[config.mk]
export PLATFORM = sky130hd
export DESIGN_NAME = vend_dispense_scheduler
export DESIGN_NICKNAME = d
export VERILOG_FILES = /design/src/rtl/vend_dispense_scheduler.sv
export SDC_FILE = /design/constraint.sdc
export NUM_CORES = 1
export LEC_CHECK = 0
export CELL_PAD_IN_SITES_DETAIL_PLACEMENT = 0
export CELL_PAD_IN_SITES_GLOBAL_PLACEMENT = 2
export CORE_ASPECT_RATIO = 0.6
export CORE_UTILIZATION = 30
export DETAILED_ROUTE_END_ITERATION = 12
export GPL_TIMING_DRIVEN = 1
export PLACE_DENSITY_LB_ADDON = 0.2
export SETUP_SLACK_MARGIN = 0.02
export SYNTH_ARGS = -nofsm -noshare
export SYNTH_HDL_FRONTEND = slang
export SYNTH_SLANG_ARGS = --single-unit
[constraint.sdc]
create_clock -name clk -period 2 [get_ports clk]
set_clock_uncertainty 0.1 [all_clocks]
set_input_delay 0.2 -clock clk [delete_from_list [all_inputs] [get_ports clk]]
set_output_delay 0.2 -clock clk [all_outputs]
set_load 0.05 [all_outputs]
[src/rtl/vend_dispense_scheduler.sv]
// Round-robin scheduler that shares one dispense motor and one change hopper among N_REQ panels.
// Define VEND_AUDIT_EN to add the audit_vends / audit_jams counters.
module vend_dispense_scheduler #(
    parameter int N_REQ       = 4,
    parameter int STOCK_MAX   = 15,
    parameter int TIMEOUT_CYC = 1000,
    parameter int CNT_W       = 10
) (
    input  logic               clk,
    input  logic               rst,
    input  logic [N_REQ-1:0]   req_valid,
    input  logic [2*N_REQ-1:0] req_item,
    input  logic [2*N_REQ-1:0] req_change,
    output logic [N_REQ-1:0]   req_ack,
    output logic [N_REQ-1:0]   req_nak,
    output logic               motor_start,
    output logic [1:0]         motor_item,
    input  logic               motor_done,
    output logic               coin_out,
    output logic               busy,
    output logic               fault,
    input  logic               fault_clr,
    input  logic               restock,
    input  logic [1:0]         restock_item,
    output logic [2:0]         sold_out
`ifdef VEND_AUDIT_EN
    ,
    output logic [15:0]        audit_vends,
    output logic [7:0]         audit_jams
`endif
);
    localparam int IDX_W = (N_REQ > 1) ? $clog2(N_REQ) : 1;

    typedef enum logic [2:0] {IDLE, CHECK, MOTOR, CHANGE, GAP, ACK} state_t;

    state_t           state, state_d;
    logic [IDX_W-1:0] idx_q, idx_d, rr_ptr, rr_d, rr_next, gnt_idx;
    logic             gnt_found;
    logic [N_REQ-1:0] req_eff;
    logic [1:0]       item_d, chg_q, chg_d;
    logic [CNT_W-1:0] cnt_q, cnt_d;
    logic [3:0]       stock_q [3];
    logic [3:0]       stock_d [3];
    logic [3:0]       cur_stock;
    logic             fault_d, start_d, coin_d, dec, jam;
    logic [N_REQ-1:0] ack_d, nak_d;
    logic [2:0]       sold_d;
    int unsigned      pos;

    // A panel whose ack/nak pulses this cycle has not seen it yet, so its valid is still high.
    assign req_eff = req_valid & ~(req_ack | req_nak);
    assign rr_next = (idx_q == IDX_W'(N_REQ - 1)) ? '0 : idx_q + 1'b1;

    always_comb begin
        gnt_found = 1'b0;
        gnt_idx   = '0;
        pos       = 0;
        for (int unsigned k = 0; k < N_REQ; k++) begin
            pos = (32'(rr_ptr) + k) % 32'(N_REQ);
            if (!gnt_found && req_eff[IDX_W'(pos)]) begin
                gnt_found = 1'b1;
                gnt_idx   = IDX_W'(pos);
            end
        end
    end

    always_comb begin
        case (motor_item)
            2'd1:    cur_stock = stock_q[0];
            2'd2:    cur_stock = stock_q[1];
            2'd3:    cur_stock = stock_q[2];
            default: cur_stock = '0;
        endcase
    end

    always_ff @(posedge clk or posedge rst) begin
        if (rst) state <= IDLE;
        else     state <= state_d;
    end

    always_comb begin
        state_d = state;
        idx_d   = idx_q;
        item_d  = motor_item;
        chg_d   = chg_q;
        cnt_d   = cnt_q;
        rr_d    = rr_ptr;
        fault_d = fault & ~fault_clr;
        ack_d   = '0;
        nak_d   = '0;
        start_d = 1'b0;
        dec     = 1'b0;
        jam     = 1'b0;
        case (state)
            IDLE: begin
                if (gnt_found) begin
                    idx_d   = gnt_idx;
                    item_d  = req_item[{gnt_idx, 1'b0} +: 2];
                    chg_d   = req_change[{gnt_idx, 1'b0} +: 2];
                    state_d = CHECK;
                end
            end
            CHECK: begin
                // Item 00 reads as zero stock, so it is refused by the same test.
                if (fault || cur_stock == '0) begin
                    nak_d[idx_q] = 1'b1;
                    rr_d         = rr_next;
                    state_d      = IDLE;
                end else begin
                    start_d = 1'b1;
                    cnt_d   = '0;
                    state_d = MOTOR;
                end
            end
            MOTOR: begin
                if (motor_done) begin
                    dec     = 1'b1;
                    state_d = (chg_q != '0) ? CHANGE : ACK;
                end else if (cnt_q == CNT_W'(TIMEOUT_CYC - 1)) begin
                    jam          = 1'b1;
                    fault_d      = 1'b1;
                    nak_d[idx_q] = 1'b1;
                    rr_d         = rr_next;
                    state_d      = IDLE;
                end else begin
                    cnt_d = cnt_q + 1'b1;
                end
            end
            CHANGE: begin
                chg_d   = chg_q - 1'b1;
                state_d = GAP;
            end
            GAP: begin
                state_d = (chg_q != '0) ? CHANGE : ACK;
            end
            ACK: begin
                ack_d[idx_q] = 1'b1;
                rr_d         = rr_next;
                state_d      = IDLE;
            end
            default: state_d = IDLE;
        endcase
        coin_d = (state_d == CHANGE);
    end

    always_comb begin
        for (int unsigned k = 0; k < 3; k++) begin
            stock_d[k] = stock_q[k];
            if (dec && motor_item == 2'(k + 1))
                stock_d[k] = stock_q[k] - 4'd1;
            if (restock && restock_item == 2'(k + 1))
                stock_d[k] = 4'(STOCK_MAX);
            sold_d[k] = (stock_d[k] == '0);
        end
    end

    always_ff @(posedge clk or posedge rst) begin
        if (rst) begin
            idx_q       <= '0;
            rr_ptr      <= '0;
            motor_item  <= '0;
            chg_q       <= '0;
            cnt_q       <= '0;
            fault       <= 1'b0;
            req_ack     <= '0;
            req_nak     <= '0;
            motor_start <= 1'b0;
            coin_out    <= 1'b0;
            busy        <= 1'b0;
            sold_out    <= '0;
            for (int unsigned k = 0; k < 3; k++)
                stock_q[k] <= 4'(STOCK_MAX);
        end else begin
            idx_q       <= idx_d;
            rr_ptr      <= rr_d;
            motor_item  <= item_d;
            chg_q       <= chg_d;
            cnt_q       <= cnt_d;
            fault       <= fault_d;
            req_ack     <= ack_d;
            req_nak     <= nak_d;
            motor_start <= start_d;
            coin_out    <= coin_d;
            busy        <= (state_d != IDLE);
            sold_out    <= sold_d;
            stock_q     <= stock_d;
        end
    end

`ifdef VEND_AUDIT_EN
    always_ff @(posedge clk or posedge rst) begin
        if (rst) begin
            audit_vends <= '0;
            audit_jams  <= '0;
        end else begin
            if (state_d == ACK && audit_vends != '1)
                audit_vends <= audit_vends + 1'b1;
            if (jam && audit_jams != '1)
                audit_jams <= audit_jams + 1'b1;
        end
    end
`endif

endmodule

==> results.cfg <==
[synth]
synth_compound_area_share_pct = 12.2
yosys.area_share.xor_xnor_pct = 4.71
synth.area.top_cells = dfrtp_1, dfstp_2, ha_1
syn_avg_cell_area_um2 = 9.79
synth_area_leader_cell = dfrtp_1
yosys_most_used_dff = dfrtp_1
syn-instance-count = 266
syn-num-nets = 302
async_flop_share_pct = 100
synth-seq-cells = 48
synth_mux_area_share_pct = 2.88
synth_simple_gate_area_share_pct = 25.5
synth-edff-count = 0
ys_warn_count = 0
syn-cell-area_mm2 = 0.00260
synth_top_area_share_pct = 34.6
synth_fa_ha_area_share_pct = 4.32
synth_cell_types = 53
ys_seq_area_share_pct = 46.7
synth_top_family_by_area = simple AND/OR/NAND/NOR gates

[timing]
setup_viol = 6
setup_slack_ps = -113
min_period_ps = 2110
worst_pin_slew_ps = 502
hold_viol = 0
slew_headroom_pct = 66.4
fmax_mhz = 473
period_share_pct = 106
rsz0062_at_grt = true
drv_slew = 0

[worst_setup_path]
critical_path.max_stage_delay_ps = 410
startpoint_type = flop
crit_family = simple AND/OR/NAND/NOR gates
path_buf_inv = 1
crit_path_end_kind = flop
crit_type = flop to flop
crit_slowest_cell = dfrtp_2
crit_chain = or3b_4 > o41a_1 > or3_4 > buf_6 > a2111oi_4 > a311oi_1
crit_required_ps = 2050
worstPathMaxFanout = 4
cp_data_arrival_time_ps = 2160

[finish]
final_common_cell = buf_4
nNetsFinal = 402
multiInputGateArea_mm2 = 0.00154
layout_common_cells = buf_4, clkdlybuf4s50_1, nand2_1, dfrtp_1
fin_util_pct = 49.0
nFillCells = 774
syn_to_final_growth_pct = 53.0
drive_above_1_share_pct = 35.1
antenna_cells = 0
register_area_mm2 = 0.00123

[job]
max-cap-violations = 0

[drt]
vias_per_cell = 4.89
routedWlPerCell_um = 15.3
drc = 0
final_antenna_net_count = 0
routed_wl_um = 7250
dr.first_iter.drc_count = 84
drt-pass1-iter-count = 4
route.vias.total = 2322

[die]
initial_core_util_pct = 32.0
dieArea_mm2 = 0.00907
die-width_um = 122
fp.coreArea_mm2 = 0.00813
pin_count = 44
rows = 25
die-height_um = 74.2

[place]
place.gp.congestion = 0.799
place_ws_ps = -475
port_buffers = 43
hpwlAfterDp_um = 5510

[cts]
htreeDepth = 2
clock_latency_ps = 290
clock_path_buffers = 2
cts_buffers = 5
clk_pin_slew_worst_paths_ps = 70
holdBufCountCts = 0
cts_tree = yes
cts_sinks = 48
cts_root_buf = clkbuf_16

[pwr]
pwr_density_cell_mw_per_mm2 = 1240
p_leak_nw = 1.72
ir_worst_vdd_uv = 690

[global_routing]
grt_pass1_wl_um = 12100
antenna_found_initial = 0
grt_overflow_total = 0
grt_max_degree = 29
first_global_vias = 2374
track_usage_pct = 17.6

[status]
status = finished with violations
violations = setup timing

[min_path]
hp-class = input pin to async pin
==> final cells by class <==
class                           instances  area share [%]
Inverter                               19            1.85
Timing Repair Buffer                   99            21.6
Multi-Input combinational cell        193            38.7
Clock inverter                          3           0.471
Clock buffer                            5            3.14
Sequential cell                        48            30.8
Tap cell                              108            3.39
==> through the flow <==
stage | setup TNS, ps | hold WS (ps) | area [um^2] | std cells | power, W
3_3_place_gp | -2530 | 415 | 3620 | 461 | 0.00383
5_1_grt | -814 | 220 | 3990 | 475 | 0.00529
2_1_floorplan | -515 | 199 | 2720 | 266 | 0.00286
6_report | -395 | 172 | 3990 | 475 | 0.00494
4_1_cts | -329 | 184 | 3860 | 474 | 0.00485
3_5_place_dp | -2270 | 420 | 3620 | 461 | 0.00384
==> metal layers <==
metal	wire length [um]	GRT usage (%)	up-vias
met3	285	4.37	2
met5	0	0	-
met1	4000	26.6	1122
met2	2930	25.2	34
met4	28	3.25	0
li1	-	-	1164
==> power breakdown <==
| part | total, W | switching, W | internal, W |
|---|---|---|---|
| registers | 0.00146 | 0.000221 | 0.00124 |
| logic | 0.00266 | 0.00142 | 0.00124 |
| clock network | 0.000823 | 0.000362 | 0.000461 |
==> Yosys cell counts, types with 7 or more instances <==
| cell | instances |
|---|---|
| nand4_1 | 7 |
| xor2_1 | 8 |
| nand2_1 | 30 |
| nor2_1 | 19 |
| dfstp_2 | 12 |
| inv_1 | 18 |
| nor3b_1 | 10 |
| nand3_1 | 12 |
| a21oi_1 | 8 |
| dfrtp_1 | 36 |
| and3_1 | 7 |
| ha_1 | 9 |
==> repair_timing <==
item	CTS	global route
endpoints found under the setup margin	10	20
pin swaps	5	6
buffers inserted	5	1
resized for setup	15	25
==> path summary, 6_finish.rpt <==
check	from	end	slack, ps	depth (start not counted)
setup / recovery	req_nak[3]$_DFF_PP0_	motor_item[1]$_DFFE_PP0P_	-110	6
hold / removal	rst	idx_q[0]$_DFFE_PP0P_	170	3
setup reg to reg	req_nak[3]$_DFF_PP0_	motor_item[1]$_DFFE_PP0P_	-110	6
hold reg to reg	cnt_q[1]$_DFFE_PP0P_	cnt_q[1]$_DFFE_PP0P_	450	1
max in group asynchronous	rst	stock_q[3]$_DFF_PP1_	1280	3
min in group clk	req_item[2]	motor_item[0]$_DFFE_PP0P_	370	3
==> flip-flops by register name (all words and copies together) (netlist names), 3 cells and up <==
register,count
stock_q,12
cnt_q,10
req_ack,4
req_nak,4
sold_out,3
state,3
==> worst min-delay path, cell delays in order <==
cell	delay (ps)
clkdlybuf4s50_1	410
inv_2	60
buf_4	260
==> kinds of logic after synthesis <==
| kind of cell | Yosys count |
|---|---|
| compound gates | 42 |
| xor+xnor | 14 |
| fa+ha+maj | 9 |
| buf+inv | 25 |
| flops | 48 |
| mux | 7 |
| simple gates | 121 |
No activity file was read; power rests on OpenSTA's default activity.
